**src/rtl/isp_pkg.sv**
```systemverilog
// Shared types and constants for the ISP pixel path: CFA ordering,
// channel selection, mosaic FSM states and white-balance gain format.
package isp_pkg;

    localparam int PIX_W     = 8;
    localparam int RGB_W     = 24;
    localparam int GAIN_W    = 12;
    localparam int GAIN_FRAC = 8;
    localparam logic [GAIN_W-1:0] GAIN_ONE = 12'h100;
    localparam int GAIN_RND  = 1 << (GAIN_FRAC - 1);

    typedef enum logic [1:0] {
        RGGB = 2'd0,
        GRBG = 2'd1,
        GBRG = 2'd2,
        BGGR = 2'd3
    } cfa_pattern_e;

    typedef enum logic {
        IDLE   = 1'b0,
        ACTIVE = 1'b1
    } mosaic_state_e;

    typedef enum logic [1:0] {
        CH_R = 2'd0,
        CH_G = 2'd1,
        CH_B = 2'd2
    } cfa_channel_e;

    // Colour channel sampled at phase {row[0], col[0]} for a given CFA order.
    function automatic cfa_channel_e cfa_channel(input cfa_pattern_e pat, input logic [1:0] phase);
        cfa_channel_e ch;
        ch = CH_G;
        case (pat)
            RGGB: ch = (phase == 2'b00) ? CH_R : (phase == 2'b11) ? CH_B : CH_G;
            GRBG: ch = (phase == 2'b01) ? CH_R : (phase == 2'b10) ? CH_B : CH_G;
            GBRG: ch = (phase == 2'b10) ? CH_R : (phase == 2'b01) ? CH_B : CH_G;
            BGGR: ch = (phase == 2'b11) ? CH_R : (phase == 2'b00) ? CH_B : CH_G;
            default: ch = CH_G;
        endcase
        return ch;
    endfunction

    // Extract one 8-bit channel from a packed {R,G,B} pixel.
    function automatic logic [PIX_W-1:0] pick_channel(input logic [RGB_W-1:0] rgb, input cfa_channel_e ch);
        logic [PIX_W-1:0] px;
        case (ch)
            CH_R:    px = rgb[23:16];
            CH_B:    px = rgb[7:0];
            default: px = rgb[15:8];
        endcase
        return px;
    endfunction

    // Q4.8 gain with round-half-up, saturated to the 8-bit sample range.
    function automatic logic [PIX_W-1:0] apply_gain(input logic [PIX_W-1:0] px, input logic [GAIN_W-1:0] gain);
        logic [20:0] acc;
        logic [20:0] sh;
        acc = 21'(px) * 21'(gain) + 21'(GAIN_RND);
        sh  = acc >> GAIN_FRAC;
        return (|sh[20:8]) ? 8'hFF : sh[7:0];
    endfunction

endpackage

```
**src/rtl/isp_pipe_reg.sv**
```systemverilog
// Generic valid/ready pipeline register carrying data plus sideband as
// one payload. Accepts a new beat whenever empty or draining downstream.
module isp_pipe_reg #(
    parameter int W = 10
) (
    input  logic         clk_i,
    input  logic         rst_i,
    input  logic         in_valid_i,
    input  logic [W-1:0] in_data_i,
    output logic         in_ready_o,
    output logic         out_valid_o,
    output logic [W-1:0] out_data_o,
    input  logic         out_ready_i
);

    logic         valid_q, valid_d;
    logic [W-1:0] data_q, data_d;

    assign in_ready_o  = !valid_q || out_ready_i;
    assign out_valid_o = valid_q;
    assign out_data_o  = data_q;

    // Load on a free slot; hold data and valid stable while stalled.
    always_comb begin
        valid_d = valid_q;
        data_d  = data_q;
        if (in_ready_o) begin
            valid_d = in_valid_i;
            if (in_valid_i) begin
                data_d = in_data_i;
            end
        end
    end

    // Payload register; reset clears everything so outputs read as zero.
    always_ff @(posedge clk_i) begin
        if (rst_i) begin
            valid_q <= 1'b0;
            data_q  <= '0;
        end else begin
            valid_q <= valid_d;
            data_q  <= data_d;
        end
    end

endmodule

```
**src/rtl/bayer_mosaic_unit.sv**
```systemverilog
// RGB-to-Bayer re-mosaic: emits one CFA sample per accepted pixel, chosen by
// row/column parity and the CFA order latched at start of frame.
// Build option: MOSAIC_WB_GAIN_EN adds per-channel Q4.8 white-balance gain
// and one extra pipeline stage.
module bayer_mosaic_unit
    import isp_pkg::*;
#(
    parameter int MAX_WIDTH  = 4096,
    parameter int MAX_HEIGHT = 4096
) (
    input  logic                clk_i,
    input  logic                rst_i,
    input  logic                cfg_enable_i,
    input  logic [1:0]          cfg_pattern_i,
    input  logic [12:0]         cfg_width_i,
`ifdef MOSAIC_WB_GAIN_EN
    input  logic [GAIN_W-1:0]   cfg_gain_r_i,
    input  logic [GAIN_W-1:0]   cfg_gain_g_i,
    input  logic [GAIN_W-1:0]   cfg_gain_b_i,
`endif
    input  logic [RGB_W-1:0]    rgb_data_i,
    input  logic                rgb_valid_i,
    input  logic                rgb_sof_i,
    input  logic                rgb_eol_i,
    output logic                rgb_ready_o,
    output logic [RGB_W-1:0]    bayer_data_o,
    output logic                bayer_valid_o,
    output logic                bayer_sof_o,
    output logic                bayer_eol_o,
    input  logic                bayer_ready_i,
    output logic                err_line_len_o
);

    localparam int COL_W = $clog2(MAX_WIDTH);
    localparam int ROW_W = $clog2(MAX_HEIGHT);

    mosaic_state_e     state_q, state_d;
    logic [COL_W-1:0]  col_q, col_d, cur_col;
    logic [ROW_W-1:0]  row_q, row_d, cur_row, row_inc;
    cfa_pattern_e      pat_q, pat_d, pat_cur;
    logic [12:0]       wid_q, wid_d, wid_cur;
    logic              err_q, err_d;
    logic              accept, emit, line_end;
    cfa_channel_e      ch;
    logic [PIX_W-1:0]  px;
    logic [PIX_W-1:0]  sample;
    logic              out_sof, out_eol;

    assign accept = rgb_valid_i && rgb_ready_o;

    // FSM state register.
    always_ff @(posedge clk_i) begin
        if (rst_i) begin
            state_q <= IDLE;
        end else begin
            state_q <= state_d;
        end
    end

    // FSM next state: any accepted sof (re)starts a frame.
    always_comb begin
        state_d = state_q;
        case (state_q)
            IDLE:    if (accept && rgb_sof_i) state_d = ACTIVE;
            ACTIVE:  state_d = ACTIVE;
            default: state_d = IDLE;
        endcase
    end

    // FSM output: pixels before the first sof are accepted and dropped.
    always_comb begin
        emit = 1'b0;
        case (state_q)
            IDLE:    emit = accept && rgb_sof_i;
            ACTIVE:  emit = accept;
            default: emit = 1'b0;
        endcase
    end

    // Position, config latch, line-length check and channel pick for the current pixel.
    always_comb begin
        // An sof pixel sits at (0,0) and uses the config presented with it.
        cur_col  = rgb_sof_i ? '0 : col_q;
        cur_row  = rgb_sof_i ? '0 : row_q;
        pat_cur  = rgb_sof_i ? cfa_pattern_e'(cfg_pattern_i) : pat_q;
        wid_cur  = rgb_sof_i ? cfg_width_i : wid_q;
        line_end = (13'(cur_col) == (wid_cur - 13'd1));
        row_inc  = (cur_row == ROW_W'(MAX_HEIGHT - 1)) ? cur_row : cur_row + ROW_W'(1);

        col_d = col_q;
        row_d = row_q;
        pat_d = pat_q;
        wid_d = wid_q;
        err_d = 1'b0;
        if (emit) begin
            // Explicit eol or reaching the configured width both end the line.
            if (rgb_eol_i || line_end) begin
                col_d = '0;
                row_d = row_inc;
            end else begin
                col_d = cur_col + COL_W'(1);
                row_d = cur_row;
            end
            err_d = rgb_eol_i ^ line_end;
            if (rgb_sof_i) begin
                pat_d = pat_cur;
                wid_d = wid_cur;
            end
        end

        ch = cfg_enable_i ? cfa_channel(pat_cur, {cur_row[0], cur_col[0]}) : CH_G;
        px = pick_channel(rgb_data_i, ch);
    end

    // Counter, latched config and error pulse registers.
    always_ff @(posedge clk_i) begin
        if (rst_i) begin
            col_q <= '0;
            row_q <= '0;
            pat_q <= RGGB;
            wid_q <= 13'd1;
            err_q <= 1'b0;
        end else begin
            col_q <= col_d;
            row_q <= row_d;
            pat_q <= pat_d;
            wid_q <= wid_d;
            err_q <= err_d;
        end
    end

    assign err_line_len_o = err_q;

`ifdef MOSAIC_WB_GAIN_EN
    logic [GAIN_W-1:0] gain_r_q, gain_g_q, gain_b_q;
    logic [GAIN_W-1:0] gain_r_d, gain_g_d, gain_b_d;
    logic [GAIN_W-1:0] gain_cur;
    logic [PIX_W+GAIN_W+1:0] a_data;
    logic              a_valid, a_ready, b_ready;
    logic [PIX_W+1:0]  b_in, b_data;

    // Gain for the selected channel, taken from the sof pixel's inputs when starting a frame.
    always_comb begin
        gain_r_d = (emit && rgb_sof_i) ? cfg_gain_r_i : gain_r_q;
        gain_g_d = (emit && rgb_sof_i) ? cfg_gain_g_i : gain_g_q;
        gain_b_d = (emit && rgb_sof_i) ? cfg_gain_b_i : gain_b_q;
        case (ch)
            CH_R:    gain_cur = rgb_sof_i ? cfg_gain_r_i : gain_r_q;
            CH_B:    gain_cur = rgb_sof_i ? cfg_gain_b_i : gain_b_q;
            default: gain_cur = rgb_sof_i ? cfg_gain_g_i : gain_g_q;
        endcase
    end

    // Latched gains; unity after reset.
    always_ff @(posedge clk_i) begin
        if (rst_i) begin
            gain_r_q <= GAIN_ONE;
            gain_g_q <= GAIN_ONE;
            gain_b_q <= GAIN_ONE;
        end else begin
            gain_r_q <= gain_r_d;
            gain_g_q <= gain_g_d;
            gain_b_q <= gain_b_d;
        end
    end

    isp_pipe_reg #(.W(PIX_W + GAIN_W + 2)) u_stage_a (
        .clk_i       (clk_i),
        .rst_i       (rst_i),
        .in_valid_i  (emit),
        .in_data_i   ({rgb_sof_i, rgb_eol_i, px, gain_cur}),
        .in_ready_o  (a_ready),
        .out_valid_o (a_valid),
        .out_data_o  (a_data),
        .out_ready_i (b_ready)
    );

    assign b_in = {a_data[PIX_W+GAIN_W+1], a_data[PIX_W+GAIN_W],
                   apply_gain(a_data[PIX_W+GAIN_W-1:GAIN_W], a_data[GAIN_W-1:0])};

    isp_pipe_reg #(.W(PIX_W + 2)) u_stage_b (
        .clk_i       (clk_i),
        .rst_i       (rst_i),
        .in_valid_i  (a_valid),
        .in_data_i   (b_in),
        .in_ready_o  (b_ready),
        .out_valid_o (bayer_valid_o),
        .out_data_o  (b_data),
        .out_ready_i (bayer_ready_i)
    );

    // b_ready already implies a_ready; the AND keeps intake tied to the last stage.
    assign rgb_ready_o = a_ready && b_ready;
    assign {out_sof, out_eol, sample} = b_data;
`else
    logic [PIX_W+1:0] s_data;

    isp_pipe_reg #(.W(PIX_W + 2)) u_stage (
        .clk_i       (clk_i),
        .rst_i       (rst_i),
        .in_valid_i  (emit),
        .in_data_i   ({rgb_sof_i, rgb_eol_i, px}),
        .in_ready_o  (rgb_ready_o),
        .out_valid_o (bayer_valid_o),
        .out_data_o  (s_data),
        .out_ready_i (bayer_ready_i)
    );

    assign {out_sof, out_eol, sample} = s_data;
`endif

    assign bayer_data_o = {16'h0000, sample};
    assign bayer_sof_o  = out_sof;
    assign bayer_eol_o  = out_eol;

endmodule

```
**config.mk**
```make
export PLATFORM = sky130hd
export DESIGN_NAME = bayer_mosaic_unit
export DESIGN_NICKNAME = d
export VERILOG_FILES = /design/src/rtl/isp_pkg.sv /design/src/rtl/isp_pipe_reg.sv /design/src/rtl/bayer_mosaic_unit.sv
export SDC_FILE = /design/constraint.sdc
export NUM_CORES = 1
export LEC_CHECK = 0
export ABC_AREA = 1
export CAP_MARGIN = 20
export CORE_MARGIN = 2
export CORE_UTILIZATION = 53
export CTS_BUF_LIST = sky130_fd_sc_hd__clkbuf_4 sky130_fd_sc_hd__clkbuf_8 sky130_fd_sc_hd__clkbuf_16
export DETAILED_ROUTE_END_ITERATION = 8
export GPL_TIMING_DRIVEN = 0
export PLACE_DENSITY = 0.82
export SLEW_MARGIN = 5
export SYNTH_ARGS = -nofsm -noshare
export SYNTH_HDL_FRONTEND = slang
export SYNTH_SLANG_ARGS = --single-unit
```
**constraint.sdc**
```tcl
create_clock -name clk_i -period 3.25 [get_ports clk_i]
set_input_delay 0.325 -clock clk_i [delete_from_list [all_inputs] [get_ports clk_i]]
set_output_delay 0.325 -clock clk_i [all_outputs]
set_load 0.01 [all_outputs]
```
==> flow_metrics.env <==
export IMPL_core_um2=6907
export IMPL_drt_iter0_drc=224
export IMPL_p_leak_uw=0.002103
export IMPL_drive_gt1_frac=0.1207
export IMPL_end_kind="flip-flop"
export IMPL_port_buffers=57
export IMPL_hp_class="in -> reg"
export IMPL_worstSetupStartpointType="input port"
export IMPL_synth_top_family_by_area="simple AND/OR/NAND/NOR gates"
export IMPL_cellPowerDensity_nw_per_um2=335.3
export IMPL_internal_power_uw=1075
export IMPL_grt_pass1_wl_um=16640
export IMPL_syn_area_um2=3826
export IMPL_htreeDepth=2
export IMPL_clkPwrFrac=0.293
export IMPL_vias=4126
export IMPL_grt_ovfl_total=0
export IMPL_crit_arrival_ps=3160
export IMPL_cts_root_buf="clkbuf_8"
export IMPL_grt_busiest_layer="met2"
export IMPL_min_period_ps=2952
export IMPL_antennaDiodeCount=0
export IMPL_yosysUniqueCellTypes=40
export IMPL_maxCapViolations=0
export IMPL_ir_drop_uv=193.0
export IMPL_place_congestion=0.9155
export IMPL_synthCells=616
export IMPL_gr_usage_met2=0.4763
export IMPL_grt_util_met1=0.3231
export IMPL_final_area_um2=4684
export IMPL_final_hold_violation_count=0
export IMPL_p_comb_frac=0.270
export IMPL_drt_wl_total_um=10350
export IMPL_fin_setup_tns_ps=0
export IMPL_synthSimpleGateAreaFrac=0.3849
export IMPL_yosysWarningCount=0
export IMPL_clock_skew_ps=7.295
export IMPL_cts_sinks=52
export IMPL_path_class="in -> reg"
export IMPL_synth_compound_area_frac=0.1478
export IMPL_rsz0062_at_grt="false"
export IMPL_ff2ff_setup_slack_ps=430
export IMPL_slew_headroom=0.5618
export IMPL_synthXorXnorAreaFrac=0.01504
export IMPL_cts_buffers=5
export IMPL_clk_pin_slew_ps=100
export IMPL_clk_latency_ps=310
export IMPL_timing_final_crit_share=0.9082
export IMPL_postCtsSetupRepairBufs=0
export IMPL_seq_area_frac_synth=0.2721
export IMPL_ys_seq_elements=52
export IMPL_switching_share=0.3159
export IMPL_initial_core_util=0.5540
export IMPL_grt_pass1_vias=3784
export IMPL_setup_ws_ps=298.3
export IMPL_holdWs_ps=456.2
export IMPL_cts_tree="yes"
export IMPL_setup_violations_final=0
export IMPL_num_fill_cells=657
export IMPL_outcome="completed"
export IMPL_antenna_found_initial=0
export IMPL_die_area_um2=7915
export IMPL_post_place_ws_ps=-500.7
export IMPL_clockBufferDepth=2
export IMPL_die_h_um=88.97
export IMPL_max_freq_mhz=338.8
export IMPL_place_hpwl_um=7884
export IMPL_path_max_fanout=7
export IMPL_post_dp_cell_area_um2=4573
export IMPL_die_w_um=88.97
export IMPL_rows=30
export IMPL_postRouteAntennaNets=0
export IMPL_drc_errors=0
export IMPL_worst_slew_pin_slew_ps=657.3
export IMPL_finalMaxSlewViolations=0
export IMPL_num_io_pins=75
export IMPL_critPathRequiredTime_ps=3460
export IMPL_synthAdderAreaFrac=0.02943
export IMPL_power_frac_seq=0.437
export IMPL_layout_common_cells="nand2_1, inv_1, nor2_1"
export IMPL_areaGrowthSynthToFinish_pct=22.43
export IMPL_synth_avg_cell_area_um2=6.211
export IMPL_vias_per_cell=5.210
export IMPL_gr_usage_met3=0.04801
export IMPL_track_usage=0.2658
export IMPL_wl_per_cell_um=13.06
export IMPL_final_common_cell="nand2_1"
export IMPL_grt_max_degree=17
export IMPL_drt_pass1_iterations=6
export IMPL_p_switching_uw=496.2
export IMPL_layout_nets=750
export IMPL_synthMuxAreaShare=0
==> metal layers <==
metal,vias up,routed length (um)
li1,2096,-
met1,1878,4395
met2,132,5081
met3,20,659
met4,0,210
met5,-,0
==> timing repair <==
action | CTS | global route
hold buffers | 0 | 0
resized for setup | 2 | 4
hold endpoints to repair | 0 | 0
endpoints found under the setup margin | 7 | 7
==> registers in the layout (all words and copies together), names as in the netlist <==
register,flops
err_line_len_o,1
state_q,1
col_q,12
row_q,12
wid_q,13
u_stage.out_valid_o,1
pat_q,2
u_stage.out_data_o,10
==> path summary, 6_finish.rpt <==
path / start / to / depth (start not counted)
max: cfg_width_i[0] / row_q[3] / 23
min: rst_i / u_stage.out_data_o[2] / 4
max reg2reg: wid_q[0] / row_q[3] / 22
min reg2reg: wid_q[1] / wid_q[1] / 2
==> cells by family (layout without fill, tap and decap cells) <==
kind of cell    count (synthesis)  after routing
buf+inv                       124            189
compound gates                100            100
simple gates                  325            325
xor+xnor                        5              5
other cells                     1             16
fa+ha+maj                       9              9
flops                          52             52
==> critical path: stages <==
cell             delay, ps
clkdlybuf4s50_1        490
inv_1                   50
nand2_1                 50
nand2_1                 90
ha_2                   340
inv_1                   40
nand2_1                 60
nand2_1                 50
nor2_1                  90
nand2_1                 50
nor2_1                  90
nand2_1                 60
nor2_1                 100
nand2_1                 60
nor2_1                  90
nand3_1                170
ha_2                   260
inv_2                  140
nand3_2                140
nor2_2                 170
inv_2                   50
nor3_1                 150
nor2_1                  70
==> area by class of cell <==
| class | count | area, um^2 | share of cell area |
|---|---|---|---|
| flip-flops and latches | 52 | 1041 | 0.2222 |
| clock buffers | 5 | 68.82 | 0.01469 |
| well taps | 96 | 120.1 | 0.02564 |
| clock inverters | 3 | 42.54 | 0.009081 |
| repair buffers | 57 | 565.5 | 0.1207 |
| multi-input cells | 455 | 2273 | 0.4853 |
| inverters | 89 | 334.1 | 0.07131 |
| plain buffers | 35 | 239.0 | 0.05101 |
==> per-stage QoR <==
step / utilization / cells / total power [uW]
final: 0.6783 / 792 / 1571
after detailed placement: 0.6621 / 784 / 1116
after global placement: 0.6621 / 784 / 1107
after CTS: 0.6781 / 792 / 1575
after global routing: 0.6783 / 792 / 1653
after floorplan: - / 631 / 965.6
==> synth_stat cells, drive strengths merged <==
cell	count	area (um^2)
a31o	1	8.760
buf	29	216.5
o221ai	1	8.760
o21bai	2	15.01
xor2	4	35.03
nand2	165	641.9
xnor3	1	22.52
nor3	6	30.03
o211ai	2	15.01
a31oi	1	6.260
clkinv	1	3.750
a21oi	42	210.2
o21a	1	7.510
clkbuf	6	22.52
a21boi	1	18.77
nand3b	1	7.510
ha	9	112.6
nor2	77	341.6
o21ai	49	275.3
nand4	16	112.6
and2	1	6.260
dfxtp	52	1041
conb	1	3.750
inv	88	330.3
nand3	57	320.3
or2	2	12.52
==> power by group through the flow <==
stage	Clock (uW)	Combinational (uW)	Sequential, uW
finish	460	424	686
global route	494	469	690
CTS	470	419	686
detailed placement	0	416	701
global placement	0	408	700
floorplan	0	261	704
(Power assumes the default switching activity.)
